<file path="src/rtl/csa_acc_pkg.sv">
// Shared types, default widths and saturation helper for the CSA resolve accumulator.
// CSA_ACC_SATURATE_EN selects clamping on overflow; otherwise results wrap.
package csa_acc_pkg;

    typedef enum logic [0:0] {
        S_ACC = 1'b0,
        S_OUT = 1'b1
    } state_t;

    localparam int IN_WIDTH_DEF      = 16;
    localparam int ACC_WIDTH_DEF     = 32;
    localparam int CNT_WIDTH_DEF     = 8;
    localparam int CARRY_SHIFTED_DEF = 1;

    // Clamp pattern as {msb, fill}; the clamp value is {msb, {ACC_WIDTH-1{fill}}}.
    function automatic logic [1:0] sat_value(logic is_signed, logic neg);
        if (!is_signed) begin
            return 2'b11;
        end
        return neg ? 2'b10 : 2'b01;
    endfunction

endpackage

</file>
<file path="src/rtl/csa_acc_cpa_stage.sv">
// Combinational carry-propagate resolve of a sum/carry pair, plus extension of a
// registered resolved beat to accumulator width.
module csa_cpa_stage
    import csa_acc_pkg::*;
#(
    parameter int IN_WIDTH      = IN_WIDTH_DEF,
    parameter int ACC_WIDTH     = ACC_WIDTH_DEF,
    parameter int CARRY_SHIFTED = CARRY_SHIFTED_DEF
) (
    input  logic [IN_WIDTH-1:0]  sum_i,
    input  logic [IN_WIDTH-1:0]  carry_i,
    input  logic [IN_WIDTH-1:0]  res_i,
    input  logic                 is_signed_i,
    output logic [IN_WIDTH-1:0]  res_o,
    output logic [ACC_WIDTH-1:0] ext_o
);

    logic [IN_WIDTH-1:0] carry_w;

    // Unweighted carry vectors lose their MSB on the shift, matching the tree's modulo arithmetic.
    if (CARRY_SHIFTED != 0) begin : g_carry_weighted
        assign carry_w = carry_i;
    end else begin : g_carry_shift
        assign carry_w = {carry_i[IN_WIDTH-2:0], 1'b0};
    end

    assign res_o = sum_i + carry_w;

    if (ACC_WIDTH > IN_WIDTH) begin : g_extend
        assign ext_o = is_signed_i ? {{(ACC_WIDTH-IN_WIDTH){res_i[IN_WIDTH-1]}}, res_i}
                                   : {{(ACC_WIDTH-IN_WIDTH){1'b0}}, res_i};
    end else begin : g_no_extend
        logic unused_signed;
        assign unused_signed = is_signed_i;
        assign ext_o = res_i;
    end

endmodule

</file>
<file path="src/rtl/csa_resolve_accumulator.sv">
// Two-stage resolve (CPA) and accumulate of compressor-tree output over a group of beats.
// Build option CSA_ACC_SATURATE_EN clamps the accumulator on beat overflow.
//
// state | meaning
// S_ACC | stage 2 consumes stage-1 beats into the accumulator
// S_OUT | a group result is presented and waits for out_ready_i
module csa_resolve_accumulator
    import csa_acc_pkg::*;
#(
    parameter int IN_WIDTH      = IN_WIDTH_DEF,
    parameter int ACC_WIDTH     = ACC_WIDTH_DEF,
    parameter int CARRY_SHIFTED = CARRY_SHIFTED_DEF,
    parameter int CNT_WIDTH     = CNT_WIDTH_DEF
) (
    input  logic                 clk_i,
    input  logic                 rst_ni,
    input  logic [IN_WIDTH-1:0]  sum_i,
    input  logic [IN_WIDTH-1:0]  carry_i,
    input  logic                 is_signed_i,
    input  logic                 in_last_i,
    input  logic                 in_valid_i,
    output logic                 in_ready_o,
    output logic [ACC_WIDTH-1:0] result_o,
    output logic [CNT_WIDTH-1:0] count_o,
    output logic                 overflow_o,
    output logic                 out_valid_o,
    input  logic                 out_ready_i
);

    state_t                 state_q, state_d;
    logic [ACC_WIDTH-1:0]   acc_q, acc_d;
    logic [CNT_WIDTH-1:0]   cnt_q, cnt_d;
    logic                   ovf_q, ovf_d;
    logic [IN_WIDTH-1:0]    res1_q, res1_d;
    logic                   v1_q, v1_d;
    logic                   s1_q, s1_d;
    logic                   l1_q, l1_d;
    logic [ACC_WIDTH-1:0]   result_q, result_d;
    logic [CNT_WIDTH-1:0]   count_q, count_d;
    logic                   overflow_q, overflow_d;
    logic                   out_valid_q, out_valid_d;

    logic [IN_WIDTH-1:0]    cpa_res;
    logic [ACC_WIDTH-1:0]   ext;
    logic [ACC_WIDTH:0]     nxt_full;
    logic [ACC_WIDTH-1:0]   nxt;
    logic [ACC_WIDTH-1:0]   acc_sum;
    logic [CNT_WIDTH-1:0]   cnt_inc;
    logic                   beat_ovf;
    logic                   in_hs;
    logic                   consume;

    csa_cpa_stage #(
        .IN_WIDTH      (IN_WIDTH),
        .ACC_WIDTH     (ACC_WIDTH),
        .CARRY_SHIFTED (CARRY_SHIFTED)
    ) u_cpa (
        .sum_i       (sum_i),
        .carry_i     (carry_i),
        .res_i       (res1_q),
        .is_signed_i (s1_q),
        .res_o       (cpa_res),
        .ext_o       (ext)
    );

    assign in_ready_o = rst_ni && (!v1_q || (state_q == S_ACC));
    assign in_hs      = in_valid_i && in_ready_o;
    assign consume    = v1_q && (state_q == S_ACC);

    assign nxt_full = {1'b0, acc_q} + {1'b0, ext};
    assign nxt      = nxt_full[ACC_WIDTH-1:0];
    assign beat_ovf = s1_q ? ((acc_q[ACC_WIDTH-1] == ext[ACC_WIDTH-1]) &&
                              (nxt[ACC_WIDTH-1] != acc_q[ACC_WIDTH-1]))
                           : nxt_full[ACC_WIDTH];
    assign cnt_inc  = (&cnt_q) ? cnt_q : cnt_q + CNT_WIDTH'(1);

`ifdef CSA_ACC_SATURATE_EN
    logic [1:0] sat_pat;
    assign sat_pat = sat_value(s1_q, ext[ACC_WIDTH-1]);
    assign acc_sum = beat_ovf ? {sat_pat[1], {(ACC_WIDTH-1){sat_pat[0]}}} : nxt;
`else
    assign acc_sum = nxt;
`endif

    always_comb begin
        state_d     = state_q;
        acc_d       = acc_q;
        cnt_d       = cnt_q;
        ovf_d       = ovf_q;
        res1_d      = res1_q;
        v1_d        = v1_q;
        s1_d        = s1_q;
        l1_d        = l1_q;
        result_d    = result_q;
        count_d     = count_q;
        overflow_d  = overflow_q;
        out_valid_d = out_valid_q;

        if (in_hs) begin
            res1_d = cpa_res;
            v1_d   = 1'b1;
            s1_d   = is_signed_i;
            l1_d   = in_last_i;
        end else if (consume) begin
            v1_d = 1'b0;
        end

        case (state_q)
            S_ACC: begin
                if (v1_q) begin
                    if (!l1_q) begin
                        acc_d = acc_sum;
                        cnt_d = cnt_inc;
                        ovf_d = ovf_q | beat_ovf;
                    end else begin
                        result_d    = acc_sum;
                        count_d     = cnt_inc;
                        overflow_d  = ovf_q | beat_ovf;
                        out_valid_d = 1'b1;
                        acc_d       = '0;
                        cnt_d       = '0;
                        ovf_d       = 1'b0;
                        state_d     = S_OUT;
                    end
                end
            end
            S_OUT: begin
                if (out_ready_i) begin
                    out_valid_d = 1'b0;
                    state_d     = S_ACC;
                end
            end
            default: state_d = S_ACC;
        endcase
    end

    always_ff @(posedge clk_i) begin
        if (!rst_ni) begin
            state_q     <= S_ACC;
            acc_q       <= '0;
            cnt_q       <= '0;
            ovf_q       <= 1'b0;
            res1_q      <= '0;
            v1_q        <= 1'b0;
            s1_q        <= 1'b0;
            l1_q        <= 1'b0;
            result_q    <= '0;
            count_q     <= '0;
            overflow_q  <= 1'b0;
            out_valid_q <= 1'b0;
        end else begin
            state_q     <= state_d;
            acc_q       <= acc_d;
            cnt_q       <= cnt_d;
            ovf_q       <= ovf_d;
            res1_q      <= res1_d;
            v1_q        <= v1_d;
            s1_q        <= s1_d;
            l1_q        <= l1_d;
            result_q    <= result_d;
            count_q     <= count_d;
            overflow_q  <= overflow_d;
            out_valid_q <= out_valid_d;
        end
    end

    assign result_o    = result_q;
    assign count_o     = count_q;
    assign overflow_o  = overflow_q;
    assign out_valid_o = out_valid_q;

endmodule

</file>
<file path="config.mk">
export PLATFORM = sky130hd
export DESIGN_NAME = csa_resolve_accumulator
export DESIGN_NICKNAME = d
export VERILOG_FILES = /design/src/rtl/csa_acc_pkg.sv /design/src/rtl/csa_acc_cpa_stage.sv /design/src/rtl/csa_resolve_accumulator.sv
export SDC_FILE = /design/constraint.sdc
export NUM_CORES = 1
export LEC_CHECK = 0
export BUFFER_PORTS_ARGS = -buffer_cell sky130_fd_sc_hd__buf_2
export CORE_MARGIN = 2
export CORE_UTILIZATION = 45
export DETAILED_ROUTE_END_ITERATION = 10
export SETUP_SLACK_MARGIN = 0.02
export SLEW_MARGIN = 15
export SYNTH_ARGS = -nofsm -noshare
export SYNTH_HDL_FRONTEND = slang
export SYNTH_SLANG_ARGS = --single-unit
</file>
<file path="constraint.sdc">
create_clock -name clk_i -period 8.1 [get_ports clk_i]
set_input_delay 0 -clock clk_i [delete_from_list [all_inputs] [get_ports clk_i]]
set_output_delay 0 -clock clk_i [all_outputs]
set_load 0.01 [all_outputs]
</file>
-- Word level (Yosys, flattened, before mapping)
Index checks and enable logic that the tools add are counted.
- bits in registers: 103
- bits of input ports: 38
- output and inout bits: 43
- word-level logic and storage cells: 49
- add/subtract/negate cells: 3
- equality and inequality tests: 5
- mux-type cells: 16
- bitwise logic cells: 2
- reductions and logical operators: 11
- operators by type and width (cell ; count):
    2-to-1 mux 32 bit ; 2
    adder 32 x 32 -> 33 bit ; 1
    adder 16 bit ; 1
    2-to-1 mux 8 bit ; 2
    2-to-1 mux 1 bit ; 10
    adder 8 x 1 -> 8 bit (second input constant) ; 1
    AND reduction 8 bit ; 1
    inequality test 2 bit (second input constant) ; 3
    AND reduction 3 bit ; 2
    logical AND 1 bit ; 4
    case mux 1 bit (2 select lines) ; 2
    AND reduction 2 bit ; 1
    nonzero test 2 bit ; 1
    equality test 1 bit ; 1
    logical NOT 1 bit ; 1
    logical OR 1 bit ; 1
    inequality test 1 bit ; 1
    inverter 1 bit ; 1
    bitwise OR 1 bit ; 1

-- Logic depth before layout (Yosys ltp)
Gate-level depths: netlist (run 1).
- depth after elaboration: 7
- depth in mapped cells: 11
- mapped depth without buffers: 11

-- Modules after synthesis
A second synthesis (run 1) with hierarchy kept.
- cell total of the unflattened synthesis: 784
- area total of the unflattened synthesis: 6583.8 µm²
- by module, submodules not included (module ; instances ; cells an instance ; area each (µm²) ; seq. area each (µm²)):
    csa_resolve_accumulator ; 1 ; 645 ; 5491.5 ; 2062.0
    csa_cpa_stage ; 1 ; 139 ; 1092.3 ; 0.0

-- Least setup slack after synthesis (run 1)
No wires, ideal clock.
- kind: flip-flop to flip-flop
- from: reg acc_q[0]
- to: reg acc_q[20]
- setup time: 0.125 ns
- arrival time: 2.431 ns
- required time: 7.975 ns
- setup slack: 5.544 ns
- cell stages (with the launch flop): 12
- buffers on the path: 0
- period minus slack after synthesis: 2.556 ns
- cells stage by stage: dfxtp_1 -> ha_1 -> inv_1 -> fa_1 -> nand2b_1 -> a21oi_2 -> o211ai_4 -> o211ai_4 -> nand2_1 -> o31ai_2 -> mux2i_1 -> o21ai_0
- cells in the longest elaborated chain, start to end: 2
- RTL lines (element ; line ; RTL):
    start: declaration ; csa_resolve_accumulator.sv:31 ; logic [ACC_WIDTH-1:0] acc_q, acc_d;
    start signal: assignment ; csa_resolve_accumulator.sv:140 ; acc_q <= '0;
    start signal: assignment ; csa_resolve_accumulator.sv:153 ; acc_q <= acc_d;
    adder 32 x 32 -> 33 bit ; csa_resolve_accumulator.sv:70 ; assign nxt_full = {1'b0, acc_q} + {1'b0, ext};
    2-to-1 mux 32 bit ; csa_resolve_accumulator.sv:111 ; if (!l1_q) begin
No other way between the ends.
A chain may end at the register's enable or synchronous reset.

-- Worst setup path in the final report (run 1)
Same ends and word-level chain as after synthesis.

==> results of run 1 <==
placed cells by master (no fill, tap or decap), types with 5 or more instances in the layout:
cell type and count:
mux2i_1 14, inv_1 15, and3_1 13, nor2b_1 22, nand4_1 13, o211ai_1 10, buf_2 80, nand2_1 73
o21a_1 9, or3_1 8, a22oi_1 14, nor2_1 42, nand2b_1 8, xnor2_1 29, buf_4 7, nor4_1 6
a21oi_1 29, dfxtp_1 103, nor3_1 15, a22o_1 18, nand4b_1 5, a211oi_1 6, ha_1 34, a21o_1 10
o21ai_0 62, clkbuf_16 9, nand3_1 52, xor2_1 18, a31oi_1 8, dlygate4sd3_1 5, and2_1 11
sequential cells by signal, summed over array words and instances, names as in the netlist:
| register | count |
|---|---|
| state_q | 1 |
| result_o | 32 |
| s1_q | 1 |
| acc_q | 32 |
| count_o | 8 |
| v1_q | 1 |
| out_valid_o | 1 |
| overflow_o | 1 |
| l1_q | 1 |
| ovf_q | 1 |
| cnt_q | 8 |
| res1_q | 16 |
cells by family after synthesis:
logic type               share of synthesized area (%)
buffers and inverters                             4.07
multiplexers                                      2.22
AND/OR/NAND/NOR                                   23.7
adder cells (fa/ha/maj)                           7.38
AO/OA/AOI/OAI                                     23.3
XOR/XNOR                                          6.53
flip-flops                                        32.7
routing by layer:
layer / up-vias / wire length [um] / GRT usage (%) / part of all wire, %
met5: - / 0 / 0 / 0
met1: 2671 / 7400 / 27.9 / 45
li1: 2914 / - / - / -
met4: 0 / 469 / 10.1 / 2.9
met2: 124 / 7920 / 38.5 / 48
met3: 27 / 563 / 2.79 / 3.4
cell usage after synthesis, drive strengths merged (9+ instances only):
master / instances
nand4: 13
a22oi: 14
ha: 34
o211ai: 12
dfxtp: 103
mux2i: 14
o21a: 9
nor2b: 22
a22o: 18
nand2: 73
clkbuf: 42
or3: 11
a21o: 10
a21oi: 33
nand3: 52
inv: 15
nor2: 42
nor3: 15
and2: 12
xor2: 18
o21ai: 66
xnor2: 29
and3: 13
area by class of cell:
type	count	area (um2)	share of cell area (%)
well taps	180	225	3.14
flip-flops and latches	103	2060	28.8
clock inverters	7	101	1.41
multi-input cells	601	4000	55.7
repair buffers	92	503	7.02
inverters	15	56.3	0.785
clock buffers	9	225	3.14
worst paths after layout:
| path | endpoint | cells after the start | start | slack (ns) |
|---|---|---|---|---|
| max | acc_q[20] | 11 | acc_q[0] | 5.16 |
| min | res1_q[15] | 4 | sum_i[15] | 0.02 |
| max reg2reg | acc_q[20] | 11 | acc_q[0] | 5.16 |
| min reg2reg | result_o[27] | 2 | result_o[27] | 0.44 |
critical path: stages (launching register included):
cell	delay, ns
dfxtp_1	0.34
ha_1	0.19
inv_1	0.06
fa_1	0.38
nand2b_1	0.19
a21oi_2	0.23
o211ai_4	0.14
o211ai_4	0.29
nand2_1	0.26
o31ai_2	0.40
mux2i_1	0.23
o21ai_0	0.08
where the power goes:
| group | switching, mW | internal, mW |
|---|---|---|
| registers | 0.0186 | 0.525 |
| logic | 0.119 | 0.0839 |
| clock network | 0.210 | 0.275 |
metrics by stage:
stage	total power [mW]	hold WS [ns]	instances	utilization [%]	cell area, um2
6_report	1.23	0.0243	1007	52.1	7170
5_1_grt	1.29	0.0873	1007	52.1	7170
4_1_cts	1.24	0.0383	1007	52.1	7170
3_5_place_dp	0.757	0.216	986	49.3	6790
3_3_place_gp	0.753	0.212	986	49.3	6790
2_1_floorplan	0.702	0.111	769	-	6300
timing repair:
action                                  4_1_cts  5_1_grt
endpoints found under the setup margin        0        0
hold endpoints to repair                      6        0
hold buffers                                  5        0
==> qor.csv, run 1 <==
stage;metric;value;unit
logic_synthesis;postSynthRegisterBits;103;
final_layout;number_of_antenna_repair_diodes;0;
grt;grt_total_usage;22.4;%
worst_setup_path;critPathCaptureType;flip-flop;
sta;tns;0;ns
clock_tree;clock_tree_from_tritoncts;yes;
power_and_ir_drop;p_leak;3.01;nW
worst_setup_path;worst-path-max-fanout;7;
floorplan;die_w;122;um
final_layout;num-nets-final;896;
logic_synthesis;synth_cell_types;69;
logic_synthesis;synth_nets;843;
floorplan;std_cell_rows;43;
logic_synthesis;synthArstFlopShare;0;%
sta;finalSetupViolations;0;
drt;drt_iter0_drc;291;
drt;drc;0;
place;placement.io_buffers;80;
sta;timing.final.max_slew_violations;0;
job;maxCapViolations;0;
drt;wire_per_inst;16.2;um
floorplan;floorplan.core_area;13800;um2
sta;measured_slew_at_the_worst_slew_check_pin;1.18;ns
sta;setup_slack;5.16;ns
logic_synthesis;synthTopCellsByArea;dfxtp_1 (33%), ha_1 (6.7%), o21ai_0 (4.9%);
clock_tree;ctsRootBufferMaster;clkbuf_16;
clock_tree;clkSlewWorstSetupHoldPaths;0.07;ns
grt;grt_start_max_net_pins;79;
grt;grt_pass1_wl;26600;um
logic_synthesis;synth_top_cell_by_area;dfxtp_1;
grt;overflow;0;
clock_tree;cts_inserted_buffers;9;
clock_tree;cts_buffer_depth;2;
worst_setup_path;critical_path_start_end_classification;flip-flop to flip-flop;
drt;avgViaCountPerCell;5.70;
worst_hold_path;min-delay-path-class;primary input to flip-flop;
power_and_ir_drop;power_per_cell_area;172;nW/um2
worst_setup_path;timing.critical_path.arrival;3.18;ns
power_and_ir_drop;max-vdd-ir-drop;113;uV
place;gp_routability_congestion;0.857;
clock_tree;htreeDepth;3;
logic_synthesis;synth_cells;769;
sta;fin_crit;2.94;ns
logic_synthesis;post_synth_edffs;0;
sta;max_freq;340;MHz
logic_synthesis;synth_top_cell_area_share;32.7;%
floorplan;floorplan.io_pins;81;
final_layout;drive_above_1_share;14.8;%
logic_synthesis;synth_ff_type;dfxtp_1;
floorplan;initial_core_util;45.8;%
worst_setup_path;crit_path_start_kind;flip-flop;
sta;finalCritPeriodShare;36.3;%
sta;fin_skew;0.00832;ns
sta;timing.slew.headroom;21.1;%
logic_synthesis;syn_area;6300;um2
outcome;status;completed;
clock_tree;cts_sinks;103;
drt;wl;16400;um
logic_synthesis;syn-mean-instance-area;8.20;um2
final_layout;syn_to_final_growth;13.7;%
place;pre_cts_ws;5.17;ns
floorplan;floorplan.die_area;15000;um2
floorplan;floorplan.die.height;122;um
worst_setup_path;crit_required;8.33;ns
drt;antenna_violating_nets_post_route;0;
sta;grt_setup_unrepaired;no;
sta;timing.final.hold_violations;0;
drt;detailroute.via_count;5736;
clock_tree;post_cts.resized_instances;0;
clock_tree;post-cts-setup-buffers;0;
grt;antenna_found_initial;0;
grt;first_global_vias;5356;
clock_tree;clock_latency;0.36;ns
drt;detail_route.first_pass.iterations;4;
logic_synthesis;yosys_warnings;0;
place;dpl.hpwl;11700;um
logic_synthesis;yosysSeqAreaShare;32.7;%
final_layout;layout_filler_cell_count;1329;
Power figures use the tool's default switching activity.
==> run 2: changes to the inputs <==
--- a/config.mk
+++ b/config.mk
@@ -9,6 +9,7 @@
 export CORE_MARGIN = 2
 export CORE_UTILIZATION = 45
 export DETAILED_ROUTE_END_ITERATION = 10
+export PLACE_DENSITY = 0.67
 export SETUP_SLACK_MARGIN = 0.02
 export SLEW_MARGIN = 15
 export SYNTH_ARGS = -nofsm -noshare
==> constraint.sdc (replaced) <==
create_clock -name clk_i -period 2.57 [get_ports clk_i]
set_input_delay 0 -clock clk_i [delete_from_list [all_inputs] [get_ports clk_i]]
set_output_delay 0 -clock clk_i [all_outputs]
set_load 0.01 [all_outputs]
==> run 2 against run 1 <==
Effect of this change:
- combinational power grew to 3.8 times the previous value
- largest cell class unchanged
- routed wire length grew 5.5%
- fmax increased by 18%
- critical path depth grew 1
- non-clock buffer count grew 58
- highest routed layer unchanged
- via count grew 5.5%
- largest power group unchanged
==> qor.csv, run 2 (same netlist as run 1, synthesis figures left out) <==
stage;metric;value;unit
sta;measured_slew_at_the_worst_slew_check_pin;0.724;ns
worst_setup_path;crit_required;2.81;ns
power_and_ir_drop;max-vdd-ir-drop;320;uV
grt;antenna_found_initial;0;
sta;timing.slew.headroom;51.6;%
job;maxCapViolations;0;
clock_tree;cts_sinks;103;
sta;fin_skew;0.00985;ns
sta;max_freq;400;MHz
floorplan;floorplan.die_area;15000;um2
drt;antenna_violating_nets_post_route;0;
floorplan;floorplan.io_pins;81;
worst_hold_path;min-delay-path-class;primary input to flip-flop;
floorplan;initial_core_util;45.8;%
power_and_ir_drop;power_per_cell_area;479;nW/um2
final_layout;layout.cells.most_common;dfxtp_1;
worst_setup_path;crit_path_start_kind;flip-flop;
floorplan;floorplan.core_area;13800;um2
clock_tree;htreeDepth;3;
grt;grt_pass1_wl;27800;um
floorplan;floorplan.die.height;122;um
grt;grt_total_usage;23.2;%
final_layout;postLayoutCellArea;7930;um2
worst_setup_path;critical_path_start_end_classification;flip-flop to flip-flop;
clock_tree;clock_latency;0.35;ns
sta;timing.final.max_slew_violations;0;
clock_tree;clock_tree_from_tritoncts;yes;
drt;detailroute.via_count;6049;
power_and_ir_drop;p_leak;3.31;nW
sta;timing.final.hold_violations;0;
outcome;status;completed;
worst_setup_path;critPathCaptureType;flip-flop;
sta;finalSetupViolations;0;
drt;drc;0;
floorplan;die_w;122;um
final_layout;number_of_antenna_repair_diodes;0;
grt;overflow;0;
clock_tree;cts_inserted_buffers;9;
worst_setup_path;worst-path-max-fanout;4;
floorplan;std_cell_rows;43;
grt;first_global_vias;5668;
sta;fin_crit;2.50;ns
drt;drt_iter0_drc;388;
sta;grt_setup_unrepaired;yes;
place;dpl.hpwl;12500;um
drt;avgViaCountPerCell;5.68;
place;placement.io_buffers;80;
drt;wl;17300;um
clock_tree;cts_buffer_depth;2;
sta;finalCritPeriodShare;97.2;%
place;gp_routability_congestion;0.939;
final_layout;num-nets-final;954;
final_layout;drive_above_1_share;25.2;%
drt;detail_route.first_pass.iterations;5;
grt;grt_start_max_net_pins;41;
final_layout;layout_filler_cell_count;1286;
drt;wire_per_inst;16.2;um
final_layout;commonest_cells_after_routing_fill_and_taps_aside;dfxtp_1 (97), buf_2 (80), nand2_1 (71);
worst_setup_path;timing.critical_path.arrival;2.73;ns
final_layout;syn_to_final_growth;25.7;%
clock_tree;ctsRootBufferMaster;clkbuf_16;
place;placed_cell_area;7170;um2
sta;hold_ws;0.0302;ns
clock_tree;clkSlewWorstSetupHoldPaths;0.07;ns
run 2: cell count changes in the layout (fill, tap and decap cells not counted), sizes merged:
cell / previous run / this run
buf: 87 / 144
clkbuf: 9 / 13
inv: 18 / 15
bufinv: 2 / 0
clkinv: 1 / 2
dlygate4sd3: 5 / 6
run 2: repair_timing:
item,4_1_cts,5_1_grt
endpoints found under the hold margin,6,0
endpoints found under the setup margin,23,29
hold buffers,6,0
buffers inserted,2,7
pin swaps,12,12
gates resized for setup,29,37
run 2: final timing paths:
check                    start  cells after the start      endpoint  slack [ns]
hold / removal          rst_ni                      3   out_valid_o        0.03
setup reg to reg      acc_q[0]                     12     acc_q[24]        0.07
setup / recovery      acc_q[0]                     12     acc_q[24]        0.07
hold reg to reg   result_o[27]                      2  result_o[27]        0.45
run 2: report_power, final:
group / total, mW / switching [mW] / internal (mW)
combinational: 0.766 / 0.418 / 0.348
sequential: 1.72 / 0.0680 / 1.66
clock: 1.31 / 0.615 / 0.693
total: 3.80 / 1.10 / 2.70
run 2: metal layers:
layer	wire length [um]	track usage, %
met1	7720	28.9
met4	341	6.32
met2	8620	41.7
met5	0	0
met3	564	3.25
run 2: per-stage QoR:
step | utilization, % | setup TNS (ns) | setup slack [ns] | cells | power, mW
after floorplan | - | 0 | 0.0794 | 769 | 2.21
after global placement | 52.0 | -0.00850 | -0.00850 | 1034 | 2.43
after detailed placement | 52.0 | -0.863 | -0.0999 | 1034 | 2.45
after CTS | 55.7 | 0 | 0.0217 | 1058 | 3.78
after global routing | 57.5 | -0.137 | -0.0279 | 1065 | 3.98
final | 57.5 | 0 | 0.0710 | 1065 | 3.80
run 2: worst max-delay path, cell delays in order, from the launching register on:
cell and delay (ns):
dfxtp_2 0.35, ha_4 0.14, inv_2 0.03, fa_2 0.34, nand2b_4 0.16, a21oi_4 0.16, o211ai_4 0.13, o211ai_4 0.28
buf_6 0.14, and3_4 0.17, a31oi_2 0.05, xnor2_2 0.19, a32o_1 0.23
run 2: area by class of cell:
cell class | count | area (um2) | area share [%]
Clock inverter | 3 | 26.3 | 0.331
Clock buffer | 13 | 250 | 3.16
Timing Repair Buffer | 150 | 973 | 12.3
Inverter | 15 | 60.1 | 0.758
Sequential cell | 103 | 2070 | 26.1
Multi-Input combinational cell | 601 | 4320 | 54.5
Tap cell | 180 | 225 | 2.84
==> run 3: changes to the inputs <==
--- a/config.mk
+++ b/config.mk
@@ -6,10 +6,12 @@
 export NUM_CORES = 1
 export LEC_CHECK = 0
 export BUFFER_PORTS_ARGS = -buffer_cell sky130_fd_sc_hd__buf_2
+export CELL_PAD_IN_SITES_DETAIL_PLACEMENT = 0
+export CELL_PAD_IN_SITES_GLOBAL_PLACEMENT = 1
 export CORE_MARGIN = 2
-export CORE_UTILIZATION = 45
+export CORE_UTILIZATION = 44
 export DETAILED_ROUTE_END_ITERATION = 10
-export PLACE_DENSITY = 0.67
+export PLACE_DENSITY_LB_ADDON = 0.1
 export SETUP_SLACK_MARGIN = 0.02
 export SLEW_MARGIN = 15
 export SYNTH_ARGS = -nofsm -noshare
==> constraint.sdc (replaced) <==
create_clock -name clk_i -period 2.46 [get_ports clk_i]
set_input_delay 0 -clock clk_i [delete_from_list [all_inputs] [get_ports clk_i]]
set_output_delay 0 -clock clk_i [all_outputs]
set_load 0.01 [all_outputs]
==> run 3 against run 2 <==
Effect of this change:
- the run now ends with negative setup slack left
- highest routed layer unchanged
- count of clock-buffer cells in the layout is 3 lower
- cell count rose by 2.2%
- worst setup slack lost 0.16 ns
- fmax shrank 1.8%
- cell area grew 3.7%
- non-clock buffer count grew 23
- critical path depth fell by 3
- clock skew shrank 0.0011 ns
- clock power up 13%
- register-to-register slack worse by 0.16 ns
- flip-flop and latch count did not move
- largest power group unchanged
==> qor.csv, run 3 (same netlist as run 1, synthesis figures left out) <==
stage;metric;value;unit
worst_setup_path;crit_required;2.74;ns
drt;drc;0;
clock_tree;htreeDepth;3;
clock_tree;clkSlewWorstSetupHoldPaths;0.08;ns
drt;detail_route.first_pass.iterations;4;
final_layout;postLayoutCellArea;8220;um2
worst_setup_path;worst-path-max-fanout;6;
place;placed_cell_area;7360;um2
final_layout;layout.cells.most_common;dfxtp_1;
final_layout;number_of_antenna_repair_diodes;0;
drt;avgViaCountPerCell;5.62;
sta;finalSetupViolations;3;
final_layout;syn_to_final_growth;30.3;%
final_layout;drive_above_1_share;28.2;%
worst_setup_path;critical_path_start_end_classification;flip-flop to flip-flop;
sta;fin_skew;0.00870;ns
sta;finalCritPeriodShare;103;%
sta;measured_slew_at_the_worst_slew_check_pin;0.916;ns
grt;grt_start_max_net_pins;43;
power_and_ir_drop;power.clock.fraction;35.9;%
sta;setup_slack;-0.0842;ns
floorplan;initial_core_util;45.2;%
clock_tree;clock_tree_from_tritoncts;yes;
place;placement.io_buffers;80;
job;maxCapViolations;0;
power_and_ir_drop;power.share.switching;29.1;%
final_layout;num-nets-final;977;
worst_setup_path;reg2reg_depth;9;
grt;grt_pass1_wl;28400;um
sta;timing.final.hold_violations;0;
grt;antenna_found_initial;0;
power_and_ir_drop;fin_total_pwr;4.12;mW
sta;timing.slew.headroom;38.8;%
worst_hold_path;min-delay-path-class;primary input to flip-flop;
floorplan;floorplan.io_pins;81;
power_and_ir_drop;power.share.sequential;43.5;%
outcome;failing_checks;negative setup slack;
place;dpl.hpwl;13100;um
sta;timing.final.max_slew_violations;0;
floorplan;floorplan.die_area;15300;um2
drt;wl;17800;um
power_and_ir_drop;power_per_cell_area;502;nW/um2
drt;wire_per_inst;16.3;um
clock_tree;cts_inserted_buffers;9;
drt;antenna_violating_nets_post_route;0;
outcome;status;complete, but fails checks;
grt;first_global_vias;5930;
power_and_ir_drop;power_report.internal_total;2.93;mW
drt;detailroute.via_count;6112;
power_and_ir_drop;p_leak;3.44;nW
power_and_ir_drop;p_switching;1.20;mW
clock_tree;cts_buffer_depth;2;
place;gp_routability_congestion;0.900;
sta;max_freq;393;MHz
clock_tree;ctsRootBufferMaster;clkbuf_16;
floorplan;die_w;124;um
power_and_ir_drop;pwr-share-comb;20.6;%
drt;drt_iter0_drc;332;
power_and_ir_drop;max-vdd-ir-drop;360;uV
floorplan;floorplan.die.height;124;um
floorplan;std_cell_rows;43;
worst_setup_path;crit_path_start_kind;flip-flop;
floorplan;floorplan.core_area;13900;um2
grt;overflow;0;
grt;grt_total_usage;23.7;%
final_layout;commonest_cells_after_routing_fill_and_taps_aside;dfxtp_1 (91), buf_4 (82), buf_2 (80);
clock_tree;cts_sinks;103;
worst_hold_path;worst_hold_path.num_cells;4;
worst_setup_path;critPathCaptureType;flip-flop;
worst_setup_path;timing.critical_path.arrival;2.83;ns
clock_tree;clock_latency;0.36;ns
sta;fin_crit;2.54;ns
sta;grt_setup_unrepaired;yes;
run 3: changes by cell type in the layout (fill, tap and decap cells not counted), moves of 3 or more:
| cell | previous run | this run |
|---|---|---|
| dfxtp_1 | 97 | 91 |
| o21ai_1 | 7 | 17 |
| dfxtp_2 | 6 | 12 |
| ha_2 | 3 | 0 |
| o21ai_0 | 57 | 48 |
| buf_4 | 60 | 82 |
run 3: path summary, 6_finish.rpt:
check / startpoint / end / slack (ns)
max: res1_q[5] / result_o[28] / -0.08
min: carry_i[0] / res1_q[0] / 0.07
min reg2reg: result_o[20] / result_o[20] / 0.44
max reg2reg: res1_q[5] / result_o[28] / -0.08
run 3: worst max-delay path, cell delays in order, from the launching register on:
cell,delay (ns)
dfxtp_2,0.34
ha_4,0.24
a21o_1,0.17
or3_4,0.35
o211ai_4,0.26
o211ai_4,0.16
a21o_1,0.21
a2111o_1,0.36
a32o_2,0.25
a31oi_1,0.13
run 3: repair_timing:
item | CTS | global route
pin swaps | 19 | 18
hold buffers | 6 | 0
gates resized for setup | 36 | 46
endpoints found under the setup margin | 33 | 35
hold endpoints to repair | 6 | 0
buffers inserted | 8 | 5
run 3: layout make-up:
type / instances / area, um2
clock buffers: 10 / 229
multi-input cells: 601 / 4420
well taps: 180 / 225
fillers: 1257 / 5720
inverters: 15 / 56.3
repair buffers: 173 / 1140
clock inverters: 6 / 68.8
flip-flops and latches: 103 / 2080
run 3: per-stage QoR:
| step | util [%] | hold slack, ns | setup slack, ns | setup TNS, ns | instances |
|---|---|---|---|---|---|
| floorplan | - | 0.111 | 0.0329 | 0 | 769 |
| global placement | 52.8 | 0.208 | -0.247 | -1.78 | 1053 |
| detailed placement | 52.8 | 0.234 | -0.274 | -3.39 | 1053 |
| CTS | 57.1 | 0.0298 | -0.0698 | -0.370 | 1083 |
| global route | 59.0 | 0.0699 | -0.161 | -1.24 | 1088 |
| finish | 59.0 | 0.0677 | -0.0842 | -0.103 | 1088 |
run 3: power by group through the flow:
stage	logic, mW	registers (mW)	clock network [mW]
floorplan	0.518	1.80	0
global placement	0.763	1.82	0
detailed placement	0.775	1.82	0
CTS	0.809	1.79	1.51
global route	0.937	1.80	1.58
finish	0.851	1.79	1.48
run 3: layer usage:
metal	routed length, um	track usage (%)
met2	8960	42.9
met4	283	7.81
met1	8020	28.9
met5	0	0
met3	507	2.93
